$ cat src/rtl/adc128s022_responder.sv
// ADC128S022 SPI responder: serves locally written 12-bit channel samples with
// ADC128S022 framing (4 leading zeros, address on DIN bits 3..5, continuous mode).
module adc128s022_responder #(
  parameter int SYNC_STAGES = 2,
  parameter int RESET_CH    = 0
) (
  input  logic        clk,
  input  logic        reset,
  input  logic        adc_cs_n,
  input  logic        adc_sclk,
  input  logic        adc_saddr,
  output logic        adc_sdat,
  output logic        adc_sdat_oe,
  input  logic        ch_wr_en,
  input  logic [2:0]  ch_wr_addr,
  input  logic [11:0] ch_wr_data,
  output logic        frame_done,
  output logic        frame_err,
  output logic [2:0]  last_addr
);

  typedef enum logic {IDLE, SHIFT} state_t;

  logic [SYNC_STAGES-1:0] cs_sync, sclk_sync, saddr_sync;
  logic                   cs_d, sclk_d, saddr_d;
  logic                   cs_s, sclk_s;
  logic                   cs_fall, cs_rise, sclk_rise, sclk_fall;

  logic [11:0] ch [8];

  state_t      state, state_n;
  logic [15:0] shift, shift_n;
  logic [4:0]  rise_cnt, rise_cnt_n;
  logic [2:0]  addr_sh, addr_sh_n;
  logic [2:0]  next_ch, next_ch_n;
  logic [2:0]  last_addr_n;
  logic        sdat_n, oe_n, done_n, err_n;

  // cs_n syncs to 1 so a reset never looks like a chip-select fall
  always_ff @(posedge clk or posedge reset) begin
    if (reset) begin
      cs_sync    <= '1;
      sclk_sync  <= '0;
      saddr_sync <= '0;
      cs_d       <= 1'b1;
      sclk_d     <= 1'b0;
      saddr_d    <= 1'b0;
    end else begin
      cs_sync    <= {cs_sync[SYNC_STAGES-2:0], adc_cs_n};
      sclk_sync  <= {sclk_sync[SYNC_STAGES-2:0], adc_sclk};
      saddr_sync <= {saddr_sync[SYNC_STAGES-2:0], adc_saddr};
      cs_d       <= cs_sync[SYNC_STAGES-1];
      sclk_d     <= sclk_sync[SYNC_STAGES-1];
      saddr_d    <= saddr_sync[SYNC_STAGES-1];
    end
  end

  assign cs_s      = cs_sync[SYNC_STAGES-1];
  assign sclk_s    = sclk_sync[SYNC_STAGES-1];
  assign cs_fall   = cs_d & ~cs_s;
  assign cs_rise   = ~cs_d & cs_s;
  assign sclk_rise = ~sclk_d & sclk_s;
  assign sclk_fall = sclk_d & ~sclk_s;

  always_ff @(posedge clk or posedge reset) begin
    if (reset) begin
      for (int i = 0; i < 8; i++) ch[i] <= '0;
    end else if (ch_wr_en) begin
      ch[ch_wr_addr] <= ch_wr_data;
    end
  end

  always_ff @(posedge clk or posedge reset) begin
    if (reset) begin
      state       <= IDLE;
      shift       <= '0;
      rise_cnt    <= '0;
      addr_sh     <= '0;
      next_ch     <= 3'(RESET_CH);
      last_addr   <= '0;
      adc_sdat    <= 1'b0;
      adc_sdat_oe <= 1'b0;
      frame_done  <= 1'b0;
      frame_err   <= 1'b0;
    end else begin
      state       <= state_n;
      shift       <= shift_n;
      rise_cnt    <= rise_cnt_n;
      addr_sh     <= addr_sh_n;
      next_ch     <= next_ch_n;
      last_addr   <= last_addr_n;
      adc_sdat    <= sdat_n;
      adc_sdat_oe <= oe_n;
      frame_done  <= done_n;
      frame_err   <= err_n;
    end
  end

  always_comb begin
    state_n     = state;
    shift_n     = shift;
    rise_cnt_n  = rise_cnt;
    addr_sh_n   = addr_sh;
    next_ch_n   = next_ch;
    last_addr_n = last_addr;
    sdat_n      = adc_sdat;
    oe_n        = adc_sdat_oe;
    done_n      = 1'b0;
    err_n       = 1'b0;
    case (state)
      IDLE: begin
        sdat_n = 1'b0;
        oe_n   = 1'b0;
        if (cs_fall) begin
          shift_n    = {4'b0, ch[next_ch]};
          rise_cnt_n = '0;
          sdat_n     = shift_n[15];
          oe_n       = 1'b1;
          state_n    = SHIFT;
        end
      end
      SHIFT: begin
        // CS rise takes priority over any SCLK edge seen in the same cycle
        if (cs_rise) begin
          state_n = IDLE;
          oe_n    = 1'b0;
          sdat_n  = 1'b0;
          if (rise_cnt != 5'd0 && rise_cnt != 5'd16) err_n = 1'b1;
        end else if (sclk_rise && rise_cnt < 5'd16) begin
          rise_cnt_n = rise_cnt + 5'd1;
          if (rise_cnt_n >= 5'd3 && rise_cnt_n <= 5'd5) addr_sh_n = {addr_sh[1:0], saddr_d};
          if (rise_cnt_n == 5'd16) begin
            done_n      = 1'b1;
            next_ch_n   = addr_sh;
            last_addr_n = addr_sh;
          end
        end else if (sclk_fall) begin
          if (rise_cnt < 5'd16) begin
            shift_n = {shift[14:0], 1'b0};
            sdat_n  = shift[14];
          end else begin
            shift_n    = {4'b0, ch[next_ch]};
            sdat_n     = shift_n[15];
            rise_cnt_n = '0;
          end
        end
      end
      default: state_n = IDLE;
    endcase
  end

endmodule

$ cat config.mk
export PLATFORM = sky130hd
export DESIGN_NAME = adc128s022_responder
export DESIGN_NICKNAME = d
export VERILOG_FILES = /design/src/rtl/adc128s022_responder.sv
export SDC_FILE = /design/constraint.sdc
export NUM_CORES = 1
export LEC_CHECK = 0
export CAP_MARGIN = 20
export CORE_MARGIN = 2
export CORE_UTILIZATION = 50
export DETAILED_ROUTE_END_ITERATION = 6
export HOLD_SLACK_MARGIN = 0.12
export PLACE_DENSITY = 0.69
export SLEW_MARGIN = 20
export SYNTH_ARGS = -nofsm -noshare
export SYNTH_HDL_FRONTEND = slang
export SYNTH_SLANG_ARGS = --single-unit
$ cat constraint.sdc
create_clock -name clk -period 4.8 [get_ports clk]
set_input_delay 1.2 -clock clk [delete_from_list [all_inputs] [get_ports clk]]
set_output_delay 1.2 -clock clk [all_outputs]
set_load 0.01 [all_outputs]
# Yosys cells after proc, flatten, opt, wreduce, memory -nomap -nowiden
# Cells that the tools add are included.
[word_totals]
reg_bits = 136
wordCells = 98
[op_classes]
n_addsub = 1
n_lt_le_gt_ge = 6
eq_ne = 11
n_mux = 35
bitwise = 12
reduce_logical = 10
[ops]
columns = ["op", "count"]
rows = [
  ["bitwise mux 96 bit", 1],
  ["two-way mux 15 bit", 5],
  ["binary-select mux 12 bit (select 3 bit)", 1],
  ["demux 12 bit (select 3 bit)", 1],
  ["two-way mux 12 bit", 3],
  ["one-hot mux 15 bit (2 select lines)", 1],
  ["two-way mux 5 bit", 5],
  ["AND reduction 4 bit", 4],
  ["two-way mux 1 bit", 14],
  ["!= test 2 bit (second input constant)", 5],
  ["one-hot mux 5 bit (2 select lines)", 1],
  [">= comparator 4 bit (second input constant)", 2],
  ["inverter 3 -> 4 bit", 2],
  ["!= test 3 x 2 -> 1 bit (second input constant)", 2],
  ["!= test 3 bit (second input constant)", 2],
  ["inverter 1 bit", 6],
  ["one-hot mux 1 bit (2 select lines)", 3],
  ["adder 5 x 1 -> 5 bit (second input constant)", 1],
  ["equality test 5 bit (second input constant)", 1],
  [">= comparator 5 x 2 -> 1 bit (second input constant)", 1],
  ["less-or-equal comparator 5 x 3 -> 1 bit (second input constant)", 1],
  ["< comparator 5 bit (second input constant)", 1],
  ["!= test 5 bit (second input constant)", 1],
  ["nonzero test 5 bit", 1],
  ["other kinds (4)", 10],
]

# Longest topological paths before layout
[logic_depth]
ltp_word = 9
depth_mapped = 7
depth_no_buf = 7

# Least setup slack after synthesis
# Ideal clock, no wire load.
[synth_path]
path_kind = "in2reg"
startpoint = "input ch_wr_addr[0]"
endpoint = "register ch[60] in the netlist's numbering"
arrival_ns = 2.412
path_slack_ns = 2.264
stages = 4
path_buffers = 1
cell_sequence = "nand2b_1 > nor3b_1 > clkbuf_1 > mux2_2"
[synth_via]
elab_chain_len = 6
elab_cells_between_ends = 7
cone_classes = "2 x order compare; 3 x mux; 1 x bitwise; 1 x reduce/logical"
[synth_lines]
columns = ["item", "line_no", "text"]
rows = [
  ["start: declaration", "15", "input logic [2:0] ch_wr_addr,"],
  ["inverter 3 -> 4 bit (not written as such) *", "69", "ch[ch_wr_addr] <= ch_wr_data;"],
  [">= comparator 4 bit (not written as such) or < comparator 4 x 1 -> 1 bit (tied branches)", "69", ""],
  ["logical AND 1 bit (not written as such)", "69", ""],
  ["two-way mux 12 bit (not written as such)", "69", ""],
  ["demux 12 bit (select 3 bit) *", "69", ""],
  ["bitwise mux 96 bit *", "69", ""],
  ["end signal: indexed assignment", "69", ""],
  ["end: declaration", "29", "logic [11:0] ch [8];"],
]
# Every way passes the cells marked *; elsewhere a longest branch is shown, timed or not.
# A chain may end at the register's enable or synchronous reset.

# Worst setup path in the final report
[layout_path]
startpoint = "input ch_wr_addr[1]"
endpoint = "register ch[22] in the netlist's numbering"
# Same word-level chain as after synthesis.

==> flow_metrics.py <==
metrics = {
    "setup_path": {
        "cp.arrival_ns": 3.36,
        "startpoint_type": "primary input",
        "worstPathCellList": "clkdlybuf4s50_1 > nand4b_1 > mux2_2",
        "reg2regPathDepth": 7,
        "required_ns": 5.09,
        "worst-path-max-fanout": 12,
        "critPathSlowestCell": "nand4b_1",
        "crit_type": "primary input to flop",
        "slowest_delay_ns": 0.87,
        "cp-end-kind": "flop",
    },
    "synth": {
        "synth_seq_cells": 136,
        "yosysSeqAreaShare": 0.5618,
        "netlist_area_um2": 6065,
        "syn_inst": 472,
        "synth_fp_nets": 497,
        "yosysWarnings": 0,
        "postSynthAreaPerCell_um2": 12.85,
        "synth_cell_types": 36,
    },
    "timing": {
        "period_share": 0.6408,
        "tightest_slew_ns": 1.033,
        "finalHoldViolations": 0,
        "finalSetupViolations": 0,
        "finClkSkew_ns": 0.007839,
        "slew_violations": 0,
        "final.setup.tns_ns": 0,
        "slew_headroom": 0.3074,
        "finalCriticalPeriod_ns": 3.076,
        "max_freq_ghz": 0.3251,
        "whs_ns": 0.3427,
        "rsz0062_at_grt": "false",
    },
    "placed_design": {
        "dp.cells": 626,
        "hpwlAfterDp_mm": 7.489,
        "gp_congestion": 0.8007,
        "port_buffers": 27,
    },
    "clock_network": {
        "cts_setup_buffers": 0,
        "cts_max_level": 4,
        "clk_latency_ns": 0.41,
        "cts_tree": "yes",
        "clockBufferDepth": 2,
        "cts-buffers-inserted": 17,
        "cts.repair.resized": 0,
        "cts_sinks": 136,
        "clockRootBuffer": "clkbuf_16",
        "clk_pin_slew_ns": 0.05,
        "holdBufCountCts": 0,
    },
    "flow_run": {
        "maxCapViolCount": 0,
    },
    "floorplanning": {
        "chipWidth_um": 114.1,
        "ios": 28,
        "fp.dieH_um": 114.1,
        "die_area_um2": 13030,
        "rows": 40,
        "initial_core_util": 0.5091,
        "core_um2": 11910,
    },
    "final_layout": {
        "diodes": 0,
        "nNetsFinal": 524,
        "fill_cells": 958,
        "final_cells": 659,
        "syn_to_final_growth_pct": 16.59,
        "finish.utilization": 0.5936,
        "drive_above_1_share": 0.2910,
    },
    "worst_hold_path": {
        "hp-class": "flop to flop",
        "hold_path_depth": 0,
    },
    "global_routing": {
        "grt_max_degree": 114,
        "grt_pass1_wl_mm": 20.69,
        "grt_use_total": 0.2081,
        "grt_overflow_total": 0,
        "antenna_found_initial": 0,
        "grt_pass1_vias": 3999,
    },
    "power_and_ir_drop": {
        "powerDensity_nw_per_um2": 450.3,
        "peakVddDrop_v": 0.0002971,
        "leakagePower_nw": 2.921,
    },
    "routing": {
        "postRouteAntennaNets": 0,
        "dr.pass1.iters": 4,
        "vias": 3756,
        "routed_wirelength_mm": 12.38,
        "drt_iter0_drc": 237,
        "drc_errors": 0,
        "vias_per_cell": 5.700,
        "wl_per_cell_um": 18.78,
    },
    "run_status": {
        "outcome": "completed",
    },
}
==> cell families (layout without fill, tap and decap cells) <==
family,Yosys count,after routing,share of synthesized area
simple gates,89,89,0.07716
buf+inv,37,77,0.02393
compound gates,65,65,0.06829
flops,136,136,0.5618
fa+ha+maj,4,4,0.008253
mux,141,141,0.2606
==> metal layers <==
metal,GRT usage,share of wire
met1,0.2655,0.45
met2,0.3484,0.50
met3,0.04817,0.030
met4,0.07724,0.013
met5,0,0
==> placed cells by master (no fill, tap or decap), types with 16 or more instances in the layout <==
cell type,instances
dfrtp_1,132
mux2_2,99
mux2i_1,36
clkdlybuf4s50_1,27
nand2_1,18
nor2_1,18
nand3_1,17
clkbuf_16,17
a21oi_1,16
==> layout make-up <==
type,instances,area (µm²),share of cell area
timing repair buffer,32,324.1,0.04583
sequential,136,3408,0.4820
clock buffer,28,506.7,0.07167
clock inverter,4,45.04,0.006371
tap,147,183.9,0.02601
multi-input combinational,299,2550,0.3606
inverter,13,52.55,0.007432
==> final timing paths <==
check | from | end | slack (ns)
max | ch_wr_addr[1] | ch[22] | 1.72
min | saddr_sync[0] | saddr_sync[1] | 0.34
max reg2reg | rise_cnt[0] | addr_sh[0] | 2.45
min reg2reg | saddr_sync[0] | saddr_sync[1] | 0.34
max in group asynchronous | reset | ch[44] | 2.68
min in group asynchronous | reset | adc_sdat_oe | 1.19
==> cells in the mapped netlist <==
cell / number / share of area
a211oi_1: 12 / 0.015
a22oi_1: 11 / 0.014
buf_1: 4 / 0.0025
or4b_4: 1 / 0.0023
nor3b_1: 3 / 0.0037
a2bb2oi_1: 1 / 0.0014
mux4_2: 2 / 0.0074
nor3_1: 3 / 0.0025
mux2_2: 99 / 0.18
nor2b_1: 12 / 0.012
clkbuf_1: 15 / 0.0093
buf_2: 5 / 0.0041
mux2_4: 4 / 0.0099
inv_1: 13 / 0.0080
a21boi_0: 1 / 0.0012
dfstp_2: 3 / 0.013
o21bai_1: 1 / 0.0012
nor2_2: 1 / 0.0010
nor4_1: 1 / 0.0010
nand4_1: 1 / 0.0010
nand4bb_1: 1 / 0.0019
nand2_1: 18 / 0.011
nand3_1: 17 / 0.014
and2_4: 1 / 0.0014
nor2_1: 18 / 0.011
o22ai_1: 3 / 0.0031
dfrtp_1: 133 / 0.55
a21oi_1: 17 / 0.014
a31oi_1: 12 / 0.012
a21o_2: 1 / 0.0014
nand4b_1: 3 / 0.0043
nand2b_1: 7 / 0.0072
and2_1: 2 / 0.0021
ha_1: 4 / 0.0083
o21ai_0: 6 / 0.0050
mux2i_1: 36 / 0.059
==> worst max-delay path, delay by kind of cell <==
| kind | cells | cell delay, ns |
|---|---|---|
| buffers and inverters | 1 | 0.69 |
| muxes | 1 | 0.60 |
| and+or+nand+nor | 1 | 0.87 |
==> report_power, final <==
group	total [mW]	internal, mW	switching (mW)	leakage, nW
Sequential	1.51	1.39	0.124	1.65
Clock	1.21	0.765	0.444	0.272
Combinational	0.463	0.265	0.198	1.00
==> registers in the layout, indices dropped and copies added (netlist names), 2 cells and up <==
signal,count
addr_sh,3
sclk_sync,2
ch,96
saddr_sync,2
rise_cnt,5
shift,15
next_ch,3
cs_sync,2
==> through the flow <==
step	setup slack [ns]	cell area, µm²	total power, mW
after floorplan	1.909	6068	1.856
after global placement	1.436	6494	1.956
after detailed placement	1.273	6494	1.992
after CTS	1.710	7046	3.210
after global routing	1.653	7071	3.343
final	1.724	7071	3.184
Power figures use the tool's default switching activity.
